<file path="src/rtl/alu_seq_pkg.sv">
// Shared constants, state encoding and operand-source helpers for alu_sequencer.
package alu_seq_pkg;

    localparam logic [3:0] OP_NOP  = 4'h0;
    localparam logic [3:0] OP_ADD  = 4'h1;
    localparam logic [3:0] OP_XOR  = 4'h2;
    localparam logic [3:0] OP_AND  = 4'h3;
    localparam logic [3:0] OP_OR   = 4'h4;
    localparam logic [3:0] OP_NOTA = 4'h5;
    localparam logic [3:0] OP_NAND = 4'h6;
    localparam logic [3:0] OP_NOR  = 4'h7;
    localparam logic [3:0] OP_SUB  = 4'h8;
    localparam logic [3:0] OP_INC  = 4'h9;
    localparam logic [3:0] OP_NEG  = 4'hA;

    localparam logic [2:0] ALU_IDLE = 3'd0;
    localparam logic [2:0] ALU_ADD  = 3'd1;
    localparam logic [2:0] ALU_XOR  = 3'd2;
    localparam logic [2:0] ALU_AND  = 3'd3;
    localparam logic [2:0] ALU_OR   = 3'd4;
    localparam logic [2:0] ALU_NOTA = 3'd5;
    localparam logic [2:0] ALU_NAND = 3'd6;
    localparam logic [2:0] ALU_NOR  = 3'd7;

    typedef enum logic [1:0] {IDLE, EXEC, RD, DONE} state_t;

    typedef enum logic [2:0] {SRC_A, SRC_B, SRC_T, SRC_ZERO, SRC_ONE} src_sel_t;

    function automatic logic [1:0] op_passes(input logic [3:0] op);
        if (op == OP_SUB)
            return 2'd3;
        else if (op == OP_NEG)
            return 2'd2;
        else if (op >= OP_ADD && op <= OP_INC)
            return 2'd1;
        else
            return 2'd0;
    endfunction

    function automatic logic op_legal(input logic [3:0] op);
        return op <= OP_NEG;
    endfunction

    function automatic logic [15:0] src_value(input src_sel_t sel, input logic [15:0] a,
                                              input logic [15:0] b, input logic [15:0] t);
        case (sel)
            SRC_A:   return a;
            SRC_B:   return b;
            SRC_T:   return t;
            SRC_ONE: return 16'd1;
            default: return 16'd0;
        endcase
    endfunction

endpackage

</file>
<file path="src/rtl/alu_seq_decode.sv">
// Per-pass operand selection and ALU control for each opcode; purely combinational.
module alu_seq_decode
    import alu_seq_pkg::*;
(
    input  logic [3:0] opcode,
    input  logic [1:0] pass,
    output logic [1:0] pass_count,
    output logic       legal,
    output src_sel_t   sel_a,
    output src_sel_t   sel_b,
    output logic [2:0] ctrl
);
    always_comb begin
        pass_count = op_passes(opcode);
        legal      = op_legal(opcode);
        sel_a      = SRC_ZERO;
        sel_b      = SRC_ZERO;
        ctrl       = ALU_IDLE;
        case (opcode)
            OP_ADD, OP_XOR, OP_AND, OP_OR, OP_NOTA, OP_NAND, OP_NOR: begin
                if (pass == 2'd0) begin
                    sel_a = SRC_A;
                    sel_b = SRC_B;
                    ctrl  = opcode[2:0];
                end
            end
            // A - B = ~B + A + 1, built from NOTA then two ADDs
            OP_SUB: begin
                case (pass)
                    2'd0: begin sel_a = SRC_B; sel_b = SRC_ZERO; ctrl = ALU_NOTA; end
                    2'd1: begin sel_a = SRC_A; sel_b = SRC_T;    ctrl = ALU_ADD;  end
                    2'd2: begin sel_a = SRC_T; sel_b = SRC_ONE;  ctrl = ALU_ADD;  end
                    default: ;
                endcase
            end
            OP_INC: begin
                if (pass == 2'd0) begin
                    sel_a = SRC_A;
                    sel_b = SRC_ONE;
                    ctrl  = ALU_ADD;
                end
            end
            OP_NEG: begin
                case (pass)
                    2'd0: begin sel_a = SRC_A; sel_b = SRC_ZERO; ctrl = ALU_NOTA; end
                    2'd1: begin sel_a = SRC_T; sel_b = SRC_ONE;  ctrl = ALU_ADD;  end
                    default: ;
                endcase
            end
            default: ;
        endcase
    end
endmodule

</file>
<file path="src/rtl/alu_sequencer.sv">
// Issues one instruction as a sequence of ALU passes and returns the final result.
// state | meaning
// IDLE  | ready for an instruction
// EXEC  | drive pass k onto the ALU inputs
// RD    | ALU result of pass k is on alu_r
// DONE  | result offered until res_ready
module alu_sequencer
    import alu_seq_pkg::*;
(
    input  logic        clk,
    input  logic        reset,
    input  logic [15:0] instr,
    input  logic [15:0] op_a,
    input  logic [15:0] op_b,
    input  logic        instr_valid,
    output logic        instr_ready,
    output logic [15:0] alu_a,
    output logic [15:0] alu_b,
    output logic [2:0]  alu_ctrl,
    input  logic [15:0] alu_r,
    output logic [15:0] res,
    output logic        res_zero,
    output logic        res_err,
    output logic        res_valid,
    input  logic        res_ready
);
    state_t      state, state_nxt;
    logic [3:0]  opcode;
    logic [15:0] lat_a, lat_b, t;
    logic [1:0]  pass, pass_inc;
    logic [3:0]  dec_op;
    logic [1:0]  pass_count;
    logic        legal, last_pass;
    src_sel_t    sel_a, sel_b;
    logic [2:0]  dec_ctrl;
    logic        unused_instr_bits;

    assign unused_instr_bits = ^instr[11:0];

    // In IDLE the decoder looks at the offered opcode so zero-pass ops can skip EXEC.
    assign dec_op    = (state == IDLE) ? instr[15:12] : opcode;
    assign pass_inc  = pass + 2'd1;
    assign last_pass = (pass_inc == pass_count);

    alu_seq_decode u_decode (
        .opcode     (dec_op),
        .pass       (pass),
        .pass_count (pass_count),
        .legal      (legal),
        .sel_a      (sel_a),
        .sel_b      (sel_b),
        .ctrl       (dec_ctrl)
    );

    always_ff @(posedge clk or posedge reset) begin
        if (reset) begin
            state    <= IDLE;
            opcode   <= '0;
            lat_a    <= '0;
            lat_b    <= '0;
            t        <= '0;
            pass     <= '0;
            res      <= '0;
            res_zero <= 1'b0;
            res_err  <= 1'b0;
        end else begin
            state <= state_nxt;
            case (state)
                IDLE: begin
                    if (instr_valid) begin
                        opcode <= instr[15:12];
                        lat_a  <= op_a;
                        lat_b  <= op_b;
                        pass   <= '0;
                        t      <= '0;
                        if (pass_count == 2'd0) begin
                            res      <= '0;
                            res_zero <= 1'b1;
                            res_err  <= ~legal;
                        end
                    end
                end
                RD: begin
                    if (last_pass) begin
                        res      <= alu_r;
                        res_zero <= (alu_r == 16'd0);
                        res_err  <= 1'b0;
                    end else begin
                        t    <= alu_r;
                        pass <= pass_inc;
                    end
                end
                default: ;
            endcase
        end
    end

    always_comb begin
        state_nxt   = state;
        instr_ready = 1'b0;
        res_valid   = 1'b0;
        alu_a       = '0;
        alu_b       = '0;
        alu_ctrl    = ALU_IDLE;
        case (state)
            IDLE: begin
                instr_ready = 1'b1;
                if (instr_valid)
                    state_nxt = (pass_count == 2'd0) ? DONE : EXEC;
            end
            EXEC: begin
                alu_a     = src_value(sel_a, lat_a, lat_b, t);
                alu_b     = src_value(sel_b, lat_a, lat_b, t);
                alu_ctrl  = dec_ctrl;
                state_nxt = RD;
            end
            RD: begin
                state_nxt = last_pass ? DONE : EXEC;
            end
            DONE: begin
                res_valid = 1'b1;
                if (res_ready)
                    state_nxt = IDLE;
            end
            default: state_nxt = IDLE;
        endcase
    end
endmodule
</file>
<file path="config.mk">
export PLATFORM = sky130hd
export DESIGN_NAME = alu_sequencer
export DESIGN_NICKNAME = d
export VERILOG_FILES = /design/src/rtl/alu_seq_pkg.sv /design/src/rtl/alu_seq_decode.sv /design/src/rtl/alu_sequencer.sv
export SDC_FILE = /design/constraint.sdc
export NUM_CORES = 1
export LEC_CHECK = 0
export CAP_MARGIN = 20
export CORE_MARGIN = 3
export CORE_UTILIZATION = 45
export CTS_BUF_LIST = sky130_fd_sc_hd__clkbuf_4
export DETAILED_ROUTE_END_ITERATION = 10
export PLACE_DENSITY = 0.9
export SYNTH_ARGS = -nofsm -noshare
export SYNTH_HDL_FRONTEND = slang
export SYNTH_SLANG_ARGS = --single-unit
</file>
<file path="constraint.sdc">
create_clock -name clk -period 3.1 [get_ports clk]
set_input_delay 0.62 -clock clk [delete_from_list [all_inputs] [get_ports clk]]
set_output_delay 0.62 -clock clk [all_outputs]
set_load 0.005 [all_outputs]
</file>
=== After elaboration in Yosys (flattened, before gate mapping) ===
Index checks and enable logic that the tools add are counted.

* Output and inout bits: 55
* Bits in registers: 74
* Word-level logic and storage cells: 104
* Input bits: 68

* $add $sub $neg: 1
* Reduce and logical (&&, ||, !) cells: 15
* Equal/unequal tests: 27
* Magnitude comparators: 3
* Multiplexer cells: 48
* Bitwise operators: 1

{| class="wikitable"
|+ Operators by type and width
! cell !! number
|-
| 16-bit one-hot mux with 4 select lines || 2
|-
| 16-bit two-way mux || 7
|-
| 16-bit one-hot mux with 2 select lines || 2
|-
| 3-bit one-hot mux with 4 select lines || 2
|-
| 2-bit two-way mux || 10
|-
| 3-bit one-hot mux with 2 select lines || 3
|-
| 4-bit by 3-bit == test with 1-bit output (second input constant) || 4
|-
| 16-bit zero test || 1
|-
| 4-bit == test (second input constant) || 3
|-
| 3-bit two-way mux || 4
|-
| 1-bit two-way mux || 10
|-
| 3-bit one-hot mux with 3 select lines || 1
|-
| 4-bit by 2-bit == test with 1-bit output (second input constant) || 2
|-
| 4-bit <= comparator (second input constant) || 2
|-
| 2-bit inequality test (second input constant) || 4
|-
| 2-bit one-hot mux with 2 select lines || 2
|-
| 2-bit one-hot mux with 4 select lines || 1
|-
| 8-bit OR reduction || 1
|-
| 7-bit OR reduction || 1
|-
| 2-bit == test (second input constant) || 3
|-
| 3-bit by 1-bit == test with 1-bit output (second input constant) || 2
|-
| 3-bit by 2-bit == test with 1-bit output (second input constant) || 2
|-
| 3-bit == test (second input constant) || 2
|-
| 2-bit zero test || 3
|-
| 17 further kinds || 21
|}

=== Logic depth before layout (Yosys ltp) ===
* Depth after elaboration: 11
* Gate-level depth with buffers: 12
* Mapped depth without buffers: 8

=== Cells and area by module ===
From an unflattened synthesis, not the netlist that was laid out.

* Cells, all modules: 439
* Area, all modules: 4247.8 um^2

{| class="wikitable"
|+ By module, submodules not included
! module !! instances !! cells each !! area each (um^2)
|-
| alu_sequencer || 1 || 394 || 3897.5
|-
| alu_seq_decode || 1 || 45 || 350.3
|}

=== Worst setup path after synthesis ===
No wires, ideal clock.

* Path kind: input-to-output
* Start: input instr[13]
* End: output alu_a[10]
* Stages: 10
* Slack: -145 ps
* Required time: 2480 ps
* Path buffers: 3
* Arrival time: 2625 ps
* Path through: clkbuf_1 -> or4_1 -> o31ai_1 -> mux2i_1 -> o21a_1 -> o221ai_1 -> or3_1 -> clkbuf_1 -> buf_2 -> o22ai_1

* Longest elaborated chain between the ends: 7
* Elaborated cells on any way between the ends: 19

{| class="wikitable"
|+ RTL lines
! element !! line !! source
|-
| start: declaration || alu_sequencer.sv:12 || <nowiki>input logic [15:0] instr,</nowiki>
|-
| 4-bit two-way mux (*) || alu_sequencer.sv:41 || <nowiki>assign dec_op = (state == IDLE) ? instr[15:12] : opcode;</nowiki>
|-
| 4-bit by 1-bit == test with 1-bit output, or another cell as far along || alu_seq_decode.sv:19 || <nowiki>case (opcode)</nowiki>
|-
| 8-bit OR reduction (no line) || -- ||
|-
| 3-bit one-hot mux with 3 select lines (*) || alu_seq_decode.sv:19 ||
|-
| 3-bit == test, or another cell as far along || alu_seq_pkg.sv:46 || <nowiki>case (sel)</nowiki>
|-
| 16-bit one-hot mux with 4 select lines (*) || alu_seq_pkg.sv:46 ||
|-
| 16-bit two-way mux (*) || alu_sequencer.sv:105 || <nowiki>case (state)</nowiki>
|-
| end: declaration || alu_sequencer.sv:17 || <nowiki>output logic [15:0] alu_a,</nowiki>
|}

Every way passes the cells marked *; elsewhere a longest branch is shown, timed or not.

=== Worst setup path in the final report ===
* Start: register state[0]
* End: output alu_b[14]

* Longest elaborated chain between the ends: 8
* Elaborated cells on any way between the ends: 21

{| class="wikitable"
|+ RTL lines
! element !! line !! source
|-
| start: declaration || alu_sequencer.sv:27 || <nowiki>state_t state, state_nxt;</nowiki>
|-
| start signal: assignment || alu_sequencer.sv:67 || <nowiki>state <= state_nxt;</nowiki>
|-
| 2-bit zero test || alu_sequencer.sv:41 ||
|-
| 4-bit two-way mux || alu_sequencer.sv:41 ||
|-
| 4-bit by 1-bit == test with 1-bit output, or another cell as far along || alu_seq_decode.sv:19 ||
|-
| 7-bit OR reduction || alu_seq_decode.sv:19 ||
|-
| 3-bit one-hot mux with 4 select lines || alu_seq_decode.sv:19 ||
|-
| 3-bit == test, or another cell as far along || alu_seq_pkg.sv:46 ||
|-
| 16-bit one-hot mux with 4 select lines || alu_seq_pkg.sv:46 ||
|-
| 16-bit two-way mux (*) || alu_sequencer.sv:105 ||
|-
| end: declaration || alu_sequencer.sv:18 || <nowiki>output logic [15:0] alu_b,</nowiki>
|}

Marks and branches as above.

==> flow_summary.json <==
{
  "die_w_um": 105,
  "fill_cells": 627,
  "met2_usage_pct": 47.1,
  "vias": 4496,
  "synthArstFlopShare_pct": 100,
  "wl_mm": 15.8,
  "synth-seq-cells": 74,
  "worstHoldPathType": "reg2reg",
  "critPathKind": "reg2out",
  "cts_sinks": 74,
  "start_util_pct": 47.0,
  "root_buffer": "clkbuf_4",
  "drv_slew": 0,
  "relSlewSlack_pct": 72.5,
  "violations": "setup timing",
  "period_needed_ns": 3.86,
  "end_kind": "primary output",
  "grt_pass1_vias": 4678,
  "die-area_um2": 11000,
  "critPathSlowestCell": "dfrtp_1",
  "die_h_um": 105,
  "finalSetupViolCount": 33,
  "routed_via_density": 5.85,
  "power.total_uw": 10300,
  "path_delay_family": "simple AND/OR/NAND/NOR gates",
  "rsz0062_at_grt": "yes",
  "slowest_delay_ns": 0.45,
  "synth_edf_count": 0,
  "cp_cell_sequence": "buf_6 > or3b_1 > and2_4 > buf_6 > or3_4 > nand2_1 > o2111ai_4 > buf_6 > buf_6 > buf_6 > nor2_1 > buf_2",
  "core-area_um2": 9370,
  "drt_iter0_drc": 406,
  "io_buffers": 110,
  "dp_hpwl_mm": 9.58,
  "worst_pin_slew_ns": 0.412,
  "busiest_layer": "met2",
  "syn_avg_cell_area_um2": 9.70,
  "ys_top_cells_by_area": "dfrtp_1 42%, mux2i_1 12%, mux2_2 9.5%",
  "io_pins": 123,
  "synth-seq-area-share_pct": 42.0,
  "ys_types": 58,
  "setup_slack_ns": -0.762,
  "grtUsageMet3_pct": 5.99,
  "drc": 0,
  "grt_max_degree": 75,
  "drtPass1Iterations": 5,
  "leakage_uw": 0.00313,
  "min_period_over_period_pct": 125,
  "wl_per_cell_um": 20.6,
  "antenna_found_initial": 1,
  "yosysWarningCount": 0,
  "arrival_ns": 3.24,
  "grt_use_total_pct": 28.1,
  "worstSkewPairLatency_ns": 0.43,
  "cellPowerDensity_nw_per_um2": 1490,
  "drive_gt1_share_pct": 39.8,
  "antenna_left": 0,
  "outcome": "finished with violations",
  "nets": 706,
  "place_congestion": 0.868,
  "clockBufferDepth": 2,
  "met1_usage_pct": 34.5,
  "utilization_pct": 73.3,
  "htree_levels": 3,
  "critPathLaunchType": "register",
  "grt_first_pass_wirelength_mm": 24.6,
  "synth_top_cell_area_share_pct": 42.0,
  "finClkSkew_ns": 0.0216,
  "cp.buffers_inverters": 6,
  "clkSlewWorstSetupHoldPaths_ns": 0.13,
  "max_freq_mhz": 259,
  "numCtsBuffers": 9,
  "grt-ovfl-total": 0,
  "vdd_drop_max_mv": 0.680,
  "synth_area_um2": 4410,
  "ys.flop_type": "dfrtp_1",
  "yosys.area.top_type": "dfrtp_1",
  "maxCapViolations": 0,
  "critPathMaxFanout": 7,
  "cp_common_cell": "buf_6",
  "syn_inst": 454,
  "rows": 35,
  "synthToLayoutAreaGrowth_pct": 55.9,
  "hold_buffers": 0,
  "tritoncts": "yes",
  "syn_nets": 527,
  "hold_viol": 0,
  "cp.required_ns": 2.48
}
synthesized netlist by cell type (all sizes together), types with 6 or more instances:
cell type  count
mux2          37
buf           19
clkbuf        11
o22ai         19
a2bb2oi       16
nor4           6
nor2          28
mux2i         51
dfrtp         74
inv           27
nand2         78
o21ai         23
through the flow:
| stage | setup slack, ns | setup TNS (ns) | cells | instance area [um^2] | hold WS, ns |
|---|---|---|---|---|---|
| floorplan | -0.0483 | -0.490 | 454 | 4510 | 0.496 |
| global placement | -0.922 | -31.10 | 720 | 6100 | 0.512 |
| detailed placement | -1.01 | -33.53 | 720 | 6100 | 0.522 |
| CTS | -0.596 | -16.71 | 761 | 6670 | 0.553 |
| global route | -0.832 | -21.49 | 768 | 6870 | 0.573 |
| finish | -0.762 | -18.06 | 768 | 6870 | 0.550 |
worst paths after layout:
check                           startpoint   endpoint  slack, ns  depth (start not counted)
worst max-delay path              state[0]  alu_b[14]      -0.76                         12
worst min-delay path                res[2]     res[2]       0.55                          2
worst max register to register    state[0]    res[10]       0.31                         10
worst min register to register      res[2]     res[2]       0.55                          2
max in group asynchronous            reset   state[1]       2.17                          3
min in group asynchronous            reset  lat_b[10]       0.57                          3
area by class of cell:
type / instances / area [um^2] / share of cell area [%]
multi-input cells: 324 / 2760 / 40.2
flip-flops and latches: 74 / 1850 / 27.0
repair buffers: 197 / 1820 / 26.5
well taps: 129 / 161 / 2.35
inverters: 27 / 104 / 1.51
clock inverters: 7 / 101 / 1.48
clock buffers: 9 / 67.6 / 0.984
diodes: 1 / 2.50 / 0.0364
cells by family (layout without fill, tap and decap cells):
group           count (synthesis)  in the layout  share of synthesized area, %
simple gates                  143            144                          14.8
mux                            89             89                          21.6
compound gates                 86             86                          13.8
flops                          74             74                          42.0
buf+inv                        57            240                          6.36
fa+ha+maj                       5              5                          1.42
other cells                     0              1                             0
per-layer routing:
| metal | wire length [um] | vias up |
|---|---|---|
| met1 | 6180 | 2221 |
| li1 | - | 1975 |
| met3 | 1140 | 61 |
| met4 | 660 | 0 |
| met5 | 0 | - |
| met2 | 7870 | 239 |
where the power goes:
group | switching (uW) | total (uW) | internal, uW
clock network | 399 | 735 | 336
registers | 491 | 1900 | 1410
logic | 3490 | 7620 | 4140
what timing repair did:
action                     in CTS  in global routing
buffers inserted               23                 10
cloned                          4                  0
pin swaps                      43                 30
setup endpoints to repair      34                 35
resized for setup             212                 35
worst min-delay path, cell delays in order, from the launching register on:
cell and delay (ns):
dfrtp_1 0.41, nand2_1 0.06, mux2i_1 0.06
flip-flops by register name (all words and copies together), names as in the netlist:
name,flops
lat_a,16
pass,2
res_zero,1
lat_b,16
opcode,4
res,16
t,16
state,2
res_err,1
placed cells by master (no fill, tap or decap), types with 3 or more instances in the layout:
master	instances
mux2i_4	6
a2bb2oi_2	9
nor2_1	18
buf_4	55
buf_6	19
or3_4	3
ha_1	5
o21ai_0	4
mux2i_2	14
dfrtp_1	73
nand2_1	77
buf_12	9
nand3_1	4
dlygate4sd2_1	3
mux2i_1	31
clkbuf_4	9
o21ai_1	18
nor4_1	5
inv_1	25
a2bb2oi_1	7
o22ai_2	14
nor2_2	6
nor2_4	4
buf_8	3
nor3_1	4
buf_2	32
a21oi_1	4
mux2_2	36
clkdlybuf4s50_1	73
o22ai_1	4
a21o_1	3
No activity file was read; power rests on OpenSTA's default activity.
